<file path="src/rtl/mult_acc_pipe_pkg.sv">
// ---------------------------------------------------------------------------
// param_mult_acc
//   Shared constants and types for the mult_acc_pipe slice.
//   WIDTH_IN  : default operand width (A, B, C)
//   WIDTH_OUT : default result/accumulator width, at least 2*WIDTH_IN+1
//   ACC_MAX   : saturation value of the accumulator at the default width
//   mode_e    : decoding of the MODE input
// ---------------------------------------------------------------------------
package param_mult_acc;

  localparam int WIDTH_IN  = 8;
  localparam int WIDTH_OUT = 20;

  localparam logic [WIDTH_OUT-1:0] ACC_MAX = {WIDTH_OUT{1'b1}};

  typedef enum logic {
    MODE_DIRECT = 1'b0,  // DATA_OUT = A*B + C, accumulator untouched
    MODE_ACC    = 1'b1   // ACC = ACC + A*B + C (saturating), DATA_OUT = ACC
  } mode_e;

endpackage : param_mult_acc

</file>
<file path="src/rtl/mult_acc_pipe_if.sv">
// ---------------------------------------------------------------------------
// mult_acc_pipe_if
//   Sample/result bundle of the multiply-accumulate pipeline.
//   Inputs to the pipe : A, B, C (operands), VALID_IN, MODE, CLR
//   Outputs of the pipe: DATA_OUT (registered result), VALID_OUT (pulse),
//                        OVF (sticky saturation flag)
//   master : the sample source / result sink
//   slave  : the pipeline itself
// ---------------------------------------------------------------------------
interface mult_acc_pipe_if #(
  parameter int WIDTH_IN  = param_mult_acc::WIDTH_IN,
  parameter int WIDTH_OUT = param_mult_acc::WIDTH_OUT
);

  logic [WIDTH_IN-1:0]  A;
  logic [WIDTH_IN-1:0]  B;
  logic [WIDTH_IN-1:0]  C;
  logic                 VALID_IN;
  logic                 MODE;
  logic                 CLR;

  logic [WIDTH_OUT-1:0] DATA_OUT;
  logic                 VALID_OUT;
  logic                 OVF;

  modport master (
    output A, B, C, VALID_IN, MODE, CLR,
    input  DATA_OUT, VALID_OUT, OVF
  );

  modport slave (
    input  A, B, C, VALID_IN, MODE, CLR,
    output DATA_OUT, VALID_OUT, OVF
  );

endinterface : mult_acc_pipe_if

</file>
<file path="src/rtl/mult_acc_pipe_mult_stage.sv">
// ---------------------------------------------------------------------------
// mult_stage
//   First pipeline stage: registers the full-width product A*B and delays
//   C and the control bits alongside it so stage 2 sees one coherent sample.
//   Ports:
//     clk, reset         : clock, asynchronous active-high reset
//     valid_in, mode, clr: sample controls (payload captured only when valid)
//     a, b, c            : unsigned operands
//     prod_q             : registered a*b, 2*WIDTH_IN bits, never truncated
//     c_q                : registered addend
//     valid_q, mode_q,
//     clr_q              : registered controls
// ---------------------------------------------------------------------------
module mult_stage #(
  parameter int WIDTH_IN = param_mult_acc::WIDTH_IN
) (
  input  logic                  clk,
  input  logic                  reset,
  input  logic                  valid_in,
  input  logic                  mode,
  input  logic                  clr,
  input  logic [WIDTH_IN-1:0]   a,
  input  logic [WIDTH_IN-1:0]   b,
  input  logic [WIDTH_IN-1:0]   c,
  output logic [2*WIDTH_IN-1:0] prod_q,
  output logic [WIDTH_IN-1:0]   c_q,
  output logic                  valid_q,
  output logic                  mode_q,
  output logic                  clr_q
);

  localparam int PROD_W = 2 * WIDTH_IN;

  // NOTE: sequential state is written with <= so every register samples the
  // pre-edge values of the others, independent of statement order.
  always_ff @(posedge clk or posedge reset) begin
    if (reset) begin
      // NOTE: only valid_q strictly needs a reset to kill in-flight samples;
      // the payload is reset too so the pipe comes up fully deterministic.
      prod_q  <= '0;
      c_q     <= '0;
      valid_q <= 1'b0;
      mode_q  <= 1'b0;
      clr_q   <= 1'b0;
    end else begin
      valid_q <= valid_in;
      // Payload only moves with a real sample; a bubble leaves it parked,
      // which is harmless because stage 2 ignores it when valid_q is 0.
      if (valid_in) begin
        prod_q <= PROD_W'(a) * PROD_W'(b);
        c_q    <= c;
        mode_q <= mode;
        clr_q  <= clr;
      end
    end
  end

endmodule : mult_stage

</file>
<file path="src/rtl/mult_acc_pipe.sv">
// ---------------------------------------------------------------------------
// mult_acc_pipe
//   Two-stage unsigned multiply-add / multiply-accumulate pipeline.
//   Stage 1 (mult_stage) registers A*B, C and the controls; stage 2 forms
//   A*B+C and either emits it directly (MODE=0) or adds it to a saturating
//   accumulator (MODE=1). One sample per clock, no back-pressure; a sample
//   driven into the pipe before edge n+1 is visible on DATA_OUT after n+2.
//   Ports:
//     clk   : clock, all state updates on the rising edge
//     reset : asynchronous active-high reset, clears every register
//     bus   : mult_acc_pipe_if.slave (A, B, C, VALID_IN, MODE, CLR in;
//             DATA_OUT, VALID_OUT, OVF out)
//   WIDTH_OUT must be at least 2*WIDTH_IN+1 so A*B+C always fits.
// ---------------------------------------------------------------------------
module mult_acc_pipe #(
  parameter int WIDTH_IN  = param_mult_acc::WIDTH_IN,
  parameter int WIDTH_OUT = param_mult_acc::WIDTH_OUT
) (
  input  logic              clk,
  input  logic              reset,
  mult_acc_pipe_if.slave    bus
);

  import param_mult_acc::*;

  localparam int PROD_W = 2 * WIDTH_IN;
  localparam logic [WIDTH_OUT-1:0] SAT_MAX = {WIDTH_OUT{1'b1}};

  // -------------------------------------------------------------------------
  // Stage 1
  // -------------------------------------------------------------------------
  logic [PROD_W-1:0]   prod_q;
  logic [WIDTH_IN-1:0] c_q;
  logic                valid_q;
  logic                mode_q;
  logic                clr_q;

  mult_stage #(
    .WIDTH_IN (WIDTH_IN)
  ) u_mult_stage (
    .clk      (clk),
    .reset    (reset),
    .valid_in (bus.VALID_IN),
    .mode     (bus.MODE),
    .clr      (bus.CLR),
    .a        (bus.A),
    .b        (bus.B),
    .c        (bus.C),
    .prod_q   (prod_q),
    .c_q      (c_q),
    .valid_q  (valid_q),
    .mode_q   (mode_q),
    .clr_q    (clr_q)
  );

  // -------------------------------------------------------------------------
  // Stage 2: add, accumulate, saturate
  // -------------------------------------------------------------------------
  logic [WIDTH_OUT-1:0] acc_q;
  logic [WIDTH_OUT-1:0] data_q;
  logic                 valid_out_q;
  logic                 ovf_q;

  logic [WIDTH_OUT-1:0] term;  // A*B + C, cannot overflow WIDTH_OUT
  logic [WIDTH_OUT-1:0] base;  // accumulator seen by this sample
  logic [WIDTH_OUT:0]   sum;   // one carry bit to detect saturation
  logic                 sat;

  // NOTE: every always_comb output is given a value up front so no path
  // through the block can leave it unassigned and infer a latch.
  always_comb begin
    term = '0;
    base = '0;
    sum  = '0;
    sat  = 1'b0;

    term = WIDTH_OUT'(prod_q) + WIDTH_OUT'(c_q);
    // CLR restarts the running sum with this very sample, not the next one.
    base = clr_q ? '0 : acc_q;
    sum  = {1'b0, base} + {1'b0, term};
    sat  = sum[WIDTH_OUT];
  end

  always_ff @(posedge clk or posedge reset) begin
    if (reset) begin
      acc_q       <= '0;
      data_q      <= '0;
      valid_out_q <= 1'b0;
      ovf_q       <= 1'b0;
    end else begin
      valid_out_q <= valid_q;
      if (valid_q) begin
        if (mode_q == MODE_ACC) begin
          if (sat) begin
            acc_q  <= SAT_MAX;
            data_q <= SAT_MAX;
            ovf_q  <= 1'b1;
          end else begin
            acc_q  <= sum[WIDTH_OUT-1:0];
            data_q <= sum[WIDTH_OUT-1:0];
            // A clean restart drops the sticky flag; otherwise it holds.
            if (clr_q) begin
              ovf_q <= 1'b0;
            end
          end
        end else begin
          // Direct mode leaves the running sum alone unless told to clear it.
          data_q <= term;
          if (clr_q) begin
            acc_q <= '0;
            ovf_q <= 1'b0;
          end
        end
      end
    end
  end

  assign bus.DATA_OUT  = data_q;
  assign bus.VALID_OUT = valid_out_q;
  assign bus.OVF       = ovf_q;

endmodule : mult_acc_pipe

</file>
<file path="src/flat_wrapper.sv">
// flat-port wrapper written by rule: the top's interface ports become plain ports
module mult_acc_pipe_flat import param_mult_acc::*;
#(
  parameter int WIDTH_IN  = param_mult_acc::WIDTH_IN,
  parameter int WIDTH_OUT = param_mult_acc::WIDTH_OUT
)
  (clk, reset, bus_A, bus_B, bus_C, bus_VALID_IN, bus_MODE, bus_CLR, bus_DATA_OUT, bus_VALID_OUT, bus_OVF);
  mult_acc_pipe_if #(.WIDTH_IN(WIDTH_IN), .WIDTH_OUT(WIDTH_OUT)) bus_i ();
  input  logic clk;
  input  logic reset;
  input wire logic [$bits(bus_i.A)-1:0] bus_A;
  input wire logic [$bits(bus_i.B)-1:0] bus_B;
  input wire logic [$bits(bus_i.C)-1:0] bus_C;
  input wire logic [$bits(bus_i.VALID_IN)-1:0] bus_VALID_IN;
  input wire logic [$bits(bus_i.MODE)-1:0] bus_MODE;
  input wire logic [$bits(bus_i.CLR)-1:0] bus_CLR;
  output wire logic [$bits(bus_i.DATA_OUT)-1:0] bus_DATA_OUT;
  output wire logic [$bits(bus_i.VALID_OUT)-1:0] bus_VALID_OUT;
  output wire logic [$bits(bus_i.OVF)-1:0] bus_OVF;
  assign bus_i.A = bus_A;
  assign bus_i.B = bus_B;
  assign bus_i.C = bus_C;
  assign bus_i.VALID_IN = bus_VALID_IN;
  assign bus_i.MODE = bus_MODE;
  assign bus_i.CLR = bus_CLR;
  assign bus_DATA_OUT = bus_i.DATA_OUT;
  assign bus_VALID_OUT = bus_i.VALID_OUT;
  assign bus_OVF = bus_i.OVF;
  mult_acc_pipe #(.WIDTH_IN(WIDTH_IN), .WIDTH_OUT(WIDTH_OUT)) u_core (.clk(clk), .reset(reset), .bus(bus_i));
endmodule
</file>
<file path="config.mk">
export PLATFORM = sky130hd
export DESIGN_NAME = mult_acc_pipe_flat
export DESIGN_NICKNAME = d
export VERILOG_FILES = /design/src/rtl/mult_acc_pipe_pkg.sv /design/src/rtl/mult_acc_pipe_if.sv /design/src/rtl/mult_acc_pipe_mult_stage.sv /design/src/rtl/mult_acc_pipe.sv /design/src/flat_wrapper.sv
export SDC_FILE = /design/constraint.sdc
export NUM_CORES = 1
export LEC_CHECK = 0
export CAP_MARGIN = 20
export CELL_PAD_IN_SITES_DETAIL_PLACEMENT = 2
export CELL_PAD_IN_SITES_GLOBAL_PLACEMENT = 2
export CORE_MARGIN = 2
export CORE_UTILIZATION = 38
export CTS_CLUSTER_DIAMETER = 60
export DETAILED_ROUTE_END_ITERATION = 8
export HOLD_SLACK_MARGIN = 0.03
export PLACE_DENSITY = 0.83
export SKIP_LAST_GASP = 1
export SLEW_MARGIN = 10
export SYNTH_ARGS = -nofsm -noshare
export SYNTH_HDL_FRONTEND = slang
export SYNTH_SLANG_ARGS = --single-unit
</file>
<file path="constraint.sdc">
create_clock -name clk -period 4.75 [get_ports clk]
set_clock_uncertainty 0.05 [all_clocks]
set_input_delay 0.475 -clock clk [delete_from_list [all_inputs] [get_ports clk]]
set_output_delay 0.475 -clock clk [all_outputs]
set_load 0.01 [all_outputs]
</file>
==> results of run 1 <==
cells by family (layout without fill, tap and decap cells):
logic type / count (synthesis) / in the layout / share of synthesized area [%]
flip-flops: 69 / 69 / 27.0
AO/OA/AOI/OAI: 168 / 168 / 17.8
multiplexers: 20 / 20 / 3.54
AND/OR/NAND/NOR: 212 / 212 / 16.6
buffers and inverters: 84 / 172 / 5.36
adder cells (fa/ha/maj): 102 / 102 / 24.4
XOR/XNOR: 39 / 39 / 5.34
cell usage in the layout (no fill, tap or decap), drive strengths merged, types with 5 or more instances in the layout:
cell type / n
dfrtp: 69
nor3: 7
buf: 41
xor2: 10
a31oi: 8
ha: 64
o2111ai: 5
o21a: 5
dlymetal6s2s: 8
inv: 69
xnor2: 29
nand2: 72
fa: 38
a211oi: 5
nand2b: 5
clkdlybuf4s50: 37
a21oi: 42
o21ai: 55
o211ai: 6
nor2: 32
and2: 55
nor2b: 23
clkbuf: 11
nand3: 9
mux2: 18
a21o: 18
synth_stat cells (all sizes together) (6+ instances only):
master  number
nand2       72
dfrtp       69
inv         65
ha          64
and2        55
o21ai       55
a21oi       42
fa          38
nor2        32
xnor2       29
nor2b       23
a21o        18
mux2        18
clkbuf      13
xor2        10
nand3        9
a31oi        8
nor3         7
buf          6
o211ai       6
through the flow:
step | hold WS (ns) | setup WS (ns) | utilization [%] | setup TNS [ns] | std cells
after detailed placement | 0.416 | -0.543 | 44.7 | -3.04 | 985
final | 0.431 | 0.125 | 47.2 | 0 | 1002
after global routing | 0.453 | -0.0404 | 47.2 | -0.0404 | 1002
after CTS | 0.433 | 0.00460 | 46.9 | 0 | 1002
after floorplan | 0.302 | 0.329 | - | 0 | 694
after global placement | 0.401 | -0.333 | 44.7 | -1.57 | 985
worst register-to-register path, stage by stage (launching register included):
cell and delay, ns:
dfrtp_1 0.39, ha_1 0.33, a211oi_1 0.29, o21ai_0 0.16, a31oi_1 0.39, o21ai_0 0.21
xnor2_1 0.35, ha_1 0.31, a21o_1 0.21, a21o_1 0.18, a21oi_1 0.26, nand2_1 0.15
mux2_2 0.29, o21ai_0 0.38, o221ai_1 0.20
power breakdown:
part | internal, mW | total (mW) | leakage (nW) | switching (mW)
registers | 0.777 | 0.922 | 0.851 | 0.145
logic | 1.22 | 2.74 | 2.74 | 1.52
clock network | 0.415 | 0.717 | 0.147 | 0.302
final cells by class:
type / instances / area (um^2) / share of cell area [%]
multi-input combinational: 541 / 4420 / 56.6
sequential: 69 / 1730 / 22.1
timing repair buffer: 91 / 832 / 10.7
tap: 220 / 275 / 3.53
inverter: 65 / 244 / 3.13
clock buffer: 9 / 225 / 2.89
clock inverter: 7 / 81.3 / 1.04
flip-flops by register name (all words and copies together), names as in the netlist, 8 cells and up:
name / cells
u_core.u_mult_stage.c_q: 8
u_core.acc_q: 20
u_core.bus.DATA_OUT: 20
u_core.u_mult_stage.prod_q: 16
timing repair:
action                     4_1_cts  5_1_grt
pin swaps                        6        8
gates resized for setup         13       28
setup buffers                    1        0
setup endpoints to repair        6       11
gates cloned                     0        0
hold buffers                     0        0
how the worst max path moves through the flow:
stage / from / to / slack (ns) / cells after the start
2_1_floorplan: bus_B[4] / u_core.u_mult_stage.prod_q[15] / 0.33 / 17
3_3_place_gp: bus_B[4] / u_core.u_mult_stage.prod_q[15] / -0.33 / 19
3_5_place_dp: bus_B[4] / u_core.u_mult_stage.prod_q[15] / -0.54 / 19
4_1_cts: bus_B[5] / u_core.u_mult_stage.prod_q[14] / 0.005 / 17
5_1_grt: bus_B[3] / u_core.u_mult_stage.prod_q[15] / -0.04 / 19
6_report: bus_B[3] / u_core.u_mult_stage.prod_q[15] / 0.13 / 19
layer usage:
layer	up-vias	part of all wire, %	GRT usage, %
met4	0	2.8	9.22
met2	76	57	47.5
met1	2759	39	25.3
met5	-	0	0
li1	2533	-	-
met3	40	2.0	3.20
==> run_results.csv, run 1 <==
group,metric,value,unit
finish,diodes,0,
power,p_leak,3.73,nW
hold_path,hold_class,"flip-flop to flip-flop",
flow_run,cap_violations,0,
worst_setup_path,cpPeakStageDelay,0.53,ns
route,ant_nets,0,
clock_network,root_buffer,"clkbuf_16",
worst_setup_path,cp.required,4.92,ns
synthesis,seq_area_frac_synth,27.0,%
route,num_vias,5408,
synthesis,synth_area,6400,um^2
worst_setup_path,reg2reg_from,"u_core.u_mult_stage.c_q[1]",
placed_design,portBuffers,50,
floorplan,dieWidth,134,um
worst_setup_path,path_class,"input port to flip-flop",
floorplan,die_h,134,um
route,totalWireLength,20700,um
sta,finalCritPeriodShare,97.4,%
finish,fill_cells,1766,
clock_network,cts_num_sinks,69,
route,via_per_inst,5.40,
placed_design,placed_area,7390,um^2
clock_network,cts_max_level,3,
worst_setup_path,rrSetupSlack,0.43,ns
sta,relSlewSlack,36.8,%
sta,fmax,0.216,GHz
finish,area_delta_synth_final,22.0,%
worst_setup_path,end_kind,"flip-flop",
sta,finalSetupViolCount,0,
route,post-route-drc-count,0,
global_route,grt_usage,24.0,%
route,wire_per_inst,20.6,um
worst_setup_path,path_common_cell,"fa_1",
global_route,grt-ovfl-total,0,
finish,layout.nets,908,
worst_setup_path,worstSetupStartpointType,"input port",
worst_setup_path,r2r-end,"u_core.bus.DATA_OUT[12]",
hold_path,worstHoldEndpoint,"u_core.acc_q[5]",
worst_setup_path,worstPathArrival,4.79,ns
global_route,grt_pass1_wl,33400,um
finish,layout-drive-gt1-share,15.3,%
worst_setup_path,path_buf_inv,6,
synthesis,yosys-top-cells-area,"dfrtp_1 27%, ha_1 13%, fa_1 12%",
placed_design,dp_hpwl,16100,um
sta,rsz0062_at_grt,"true",
route,drt_iter0_drc,156,
global_route,grt_pass1_vias,6394,
worst_setup_path,r2r_cells,14,
hold_path,hp-start,"u_core.acc_q[5]",
clock_network,cts.path.max_buffers,2,
hold_path,hold_depth,2,
finish,fin_area,7810,um^2
synthesis,synth_top_flop_cell,"dfrtp_1",
floorplan,io_pins,51,
route,dr.pass1.iters,4,
floorplan,core.rowCount,47,
synthesis,synthCells,694,
clock_network,clock_latency,0.36,ns
sta,finalMaxSlewViolations,0,
power,vdd_drop_max,0.223,mV
clock_network,cts_made_buffers,9,
worst_setup_path,path_cells,"dlygate4sd2_1 > and2_4 > fa_1 > inv_1 > fa_1 > inv_2 > fa_1 > inv_1 > fa_1 > inv_2 > ha_4 > o21a_1 > o31a_1 > o41ai_2 > buf_4 > o21ai_1 > a31oi_1 > xnor2_1 > a21oi_1",
sta,fin_crit,4.62,ns
synthesis,avgSynthCellArea,9.22,um^2
clock_network,tritoncts,"built",
synthesis,ys_ff_latch,69,
floorplan,die_area,17900,um^2
global_route,grt_max_degree,46,
synthesis,yosysTopAreaCellShare,27.0,%
clock_network,clkTransAtPathRegs,0.06,ns
power,finalPower,4.38,mW
synthesis,synth_area_leader_cell,"dfrtp_1",
synthesis,yosys_warnings,0,
synthesis,synth_edf_count,0,
sta,worstMarginPinSlew,0.948,ns
worst_setup_path,cp_top_family,"adder cells",
placed_design,place_congestion,0.886,
power,power_density,561,nW/um^2
synthesis,ys_types,59,
floorplan,start_util,38.7,%
worst_setup_path,critical_path_peak_fanout,4,
worst_setup_path,slowest_stage,"fa_1",
floorplan,core,16500,um^2
global_route,antenna_found_initial,0,
outcome,outcome,"finished, final reports clean",
sta,finalHoldViolCount,0,
synthesis,synth-async-reset-ratio,100,%
synthesis,synthesis.nets,825,
No activity file was read; power rests on OpenSTA's default activity.
==> inputs of run 2 (changes only) <==
- ABC_AREA: default -> 1
- CORE_UTILIZATION: 38 -> 34
==> run 2 against run 1 <==
Net effect:
- non-clock buffer count fell by 15
- global-route usage fell by 2.0 points
- sequential share of layout area fell by 1.5 points
- count of clock-buffer cells in the layout did not move
- die area rose by 24%
- flip-flop and latch count did not move
- synthesized cell count rose by 54%
- sequential power fell by 2.4%
- first-iteration DRC count rose by 18%
- routed wire length rose by 10%
- critical path type unchanged
- largest cell class unchanged
==> run_results.csv, run 2 <==
group,metric,value,unit
clock_network,cts_setup_buffers,0,
outcome,outcome,"finished, final reports clean",
worst_setup_path,endpoint,"u_core.u_mult_stage.prod_q[14]",
synthesis,synth_top_flop_cell,"dfrtp_1",
clock_network,cts_made_buffers,9,
finish,final_common_cell,"nand2_1",
synthesis,synthCells,1072,
power,power_density,530,nW/um^2
placed_design,portBuffers,50,
synthesis,synth_most_common_cell,"nand2_1",
synthesis,synthesis.nets,1203,
synthesis,synth_simple_gate_area_share,30.4,%
worst_setup_path,cp_top_family,"adder cells",
floorplan,io_pins,51,
sta,relSlewSlack,38.5,%
worst_setup_path,path_class,"input port to flip-flop",
route,via_per_inst,4.89,
worst_setup_path,r2r_cells,24,
floorplan,dieWidth,149,um
floorplan,die_h,149,um
global_route,grt_pass1_wl,39100,um
finish,final_cells,1403,
route,num_vias,6864,
worst_setup_path,cp.required,4.92,ns
worst_setup_path,cp.depth,20,
global_route,grt_max_degree,58,
route,totalWireLength,22800,um
worst_setup_path,cpPeakStageDelay,0.55,ns
global_route,grt_usage,21.9,%
clock_network,clkTransAtPathRegs,0.06,ns
sta,finalSetupViolCount,0,
finish,layout.nets,1254,
sta,finalMaxSlewViolations,0,
sta,rsz0062_at_grt,"false",
worst_setup_path,path_cells,"clkdlybuf4s50_1 > buf_4 > nand2_1 > inv_1 > fa_1 > fa_1 > inv_1 > fa_1 > fa_1 > inv_1 > ha_1 > inv_1 > nor3_2 > nand2_1 > nand2_1 > nand2_1 > o21ai_1 > nand2_1 > nand3_1 > o21ai_0",
global_route,grt_pass1_vias,8004,
worst_setup_path,crit_path_start,"bus_A[2]",
hold_path,hold_class,"flip-flop to flip-flop",
route,drt_iter0_drc,184,
worst_setup_path,critical_path_peak_fanout,5,
synthesis,yosys-top-cells-area,"dfrtp_1 24%, nand2_1 20%, ha_1 11%",
synthesis,synth_mux_area_share,0,%
floorplan,die_area,22300,um^2
floorplan,core.rowCount,53,
placed_design,dp_hpwl,18400,um
synthesis,synth_edf_count,0,
synthesis,yosysTopAreaCellShare,24.1,%
route,dr.pass1.iters,4,
global_route,grt-ovfl-total,0,
synthesis,avgSynthCellArea,6.69,um^2
finish,diodes,0,
floorplan,core,20900,um^2
synthesis,ys_top_cells_by_count,"383 x nand2_1, 208 x inv_1, 77 x nor2_1, 69 x dfrtp_1, 64 x ha_1",
worst_setup_path,worstSetupStartpointType,"input port",
finish,fill_cells,2567,
sta,finalHoldViolCount,0,
worst_setup_path,end_kind,"flip-flop",
sta,fmax,0.228,GHz
clock_network,clock_latency,0.35,ns
global_route,antenna_found_initial,0,
synthesis,synth-async-reset-ratio,100,%
sta,setup_ws,0.371,ns
power,p_leak,4.94,nW
synthesis,ys_ff_latch,69,
finish,area_delta_synth_final,17.0,%
route,post-route-drc-count,0,
sta,fin_crit,4.38,ns
clock_network,tritoncts,"built",
route,wire_per_inst,16.3,um
synthesis,ys_types,38,
sta,worstMarginPinSlew,0.922,ns
worst_setup_path,path_common_cell,"nand2_1",
worst_setup_path,path_buf_inv,6,
synthesis,synth-adder-area-share,21.8,%
synthesis,synth_area,7170,um^2
worst_setup_path,slowest_stage,"fa_1",
sta,finalCritPeriodShare,92.2,%
worst_setup_path,reg2reg_from,"u_core.u_mult_stage.c_q[0]",
clock_network,cts_max_level,3,
synthesis,yosys_warnings,0,
clock_network,cts_num_sinks,69,
finish,final_cell_mix,"383 x nand2_1, 207 x inv_1, 77 x nor2_1",
clock_network,cts.path.max_buffers,2,
power,vdd_drop_max,0.195,mV
synthesis,synth_top_family_by_area,"simple AND/OR/NAND/NOR gates",
synthesis,seq_area_frac_synth,24.1,%
placed_design,place_congestion,0.873,
synthesis,synth_xor_xnor_area_share,2.44,%
flow_run,cap_violations,0,
placed_design,dp.cells,1387,
floorplan,start_util,34.3,%
placed_design,dp_slack,-0.261,ns
worst_setup_path,rrSetupSlack,0.62,ns
finish,layout-drive-gt1-share,6.47,%
synthesis,synth_area_leader_cell,"dfrtp_1",
worst_setup_path,worstPathArrival,4.54,ns
clock_network,root_buffer,"clkbuf_16",
worst_setup_path,r2r-end,"u_core.acc_q[11]",
route,ant_nets,0,
synthesis,synth_compound_area_share,7.95,%
[run 2: cell types whose count changed after synthesis, sizes merged, moves of 22 or more]
cell,change
and2,-48
inv,+147
nand2,+313
nand3,+34
nor2,+48
nor2b,-23
o21ai,-22
xnor2,-23
[run 2: kinds of logic (layout without fill, tap and decap cells)]
logic type | after synthesis | count (layout)
and+or+nand+nor | 537 | 537
buffers and inverters | 250 | 306
adders and majority gates | 102 | 102
AOI/OAI and AO/OA | 94 | 94
DFF | 69 | 69
xor gates and xnor gates | 20 | 20
[run 2: worst register-to-register path, cell delays in order (launching register included)]
cell and delay (ns):
dfrtp_1 0.38, ha_1 0.20, inv_1 0.07, fa_1 0.41
nand3b_1 0.19, nand2_1 0.18, nand3_1 0.16, nand2_1 0.13
nand2_1 0.08, xor2_1 0.30, ha_1 0.35, nand2_1 0.12
inv_1 0.06, nand2_1 0.08, nand2_1 0.07, inv_1 0.09
nand2_1 0.06, nand2_1 0.09, nand3_4 0.24, inv_2 0.27
nand2_1 0.09, nand2_1 0.10, nand2_1 0.09, nand2_1 0.08
nand2_1 0.06
[run 2: worst min path at each step]
| stage | endpoint | cells past startpoint | from |
|---|---|---|---|
| after global placement | u_core.acc_q[15] | 2 | u_core.acc_q[15] |
| after CTS | u_core.bus.DATA_OUT[10] | 2 | u_core.bus.DATA_OUT[10] |
| after global routing | u_core.bus.DATA_OUT[12] | 2 | u_core.bus.DATA_OUT[12] |
| final | u_core.bus.DATA_OUT[12] | 2 | u_core.bus.DATA_OUT[12] |
| after detailed placement | u_core.bus.DATA_OUT[10] | 2 | u_core.bus.DATA_OUT[10] |
| after floorplan | u_core.bus.VALID_OUT | 0 | u_core.u_mult_stage.valid_q |
[run 2: through the flow]
| step | cell area [um^2] | TNS [ns] | utilization, % | hold slack, ns | total power [mW] |
|---|---|---|---|---|---|
| 3_3_place_gp | 8060 | -0.0197 | 38.6 | 0.415 | 3.56 |
| 3_5_place_dp | 8060 | -0.866 | 38.6 | 0.426 | 3.71 |
| 6_report | 8400 | 0 | 40.2 | 0.434 | 4.45 |
| 4_1_cts | 8360 | 0 | 40.0 | 0.443 | 4.48 |
| 2_1_floorplan | 7170 | 0 | - | 0.329 | 2.81 |
| 5_1_grt | 8400 | 0 | 40.2 | 0.462 | 4.94 |
[run 2: timing repair]
item                       CTS  global route
setup endpoints to repair    0             2
gates resized for setup      0            11
hold buffers                 0             0
[run 2: cell type report]
cell class | count | area (um^2) | area share, %
inverter | 214 | 803 | 9.57
clock buffer | 9 | 225 | 2.68
tap | 275 | 344 | 4.10
timing repair buffer | 76 | 716 | 8.52
sequential | 69 | 1730 | 20.6
multi-input combinational | 753 | 4500 | 53.6
clock inverter | 7 | 76.3 | 0.909
[run 2: power by group]
group	internal [mW]	switching (mW)	total, mW
clock network	0.375	0.324	0.700
registers	0.770	0.131	0.900
logic	1.08	1.77	2.85
[run 2: metal layers]
| metal | wire, um | GRT usage, % |
|---|---|---|
| met1 | 9350 | 24.4 |
| met4 | 611 | 7.14 |
| met2 | 12600 | 43.3 |
| met3 | 289 | 2.08 |
| met5 | 0 | 0 |
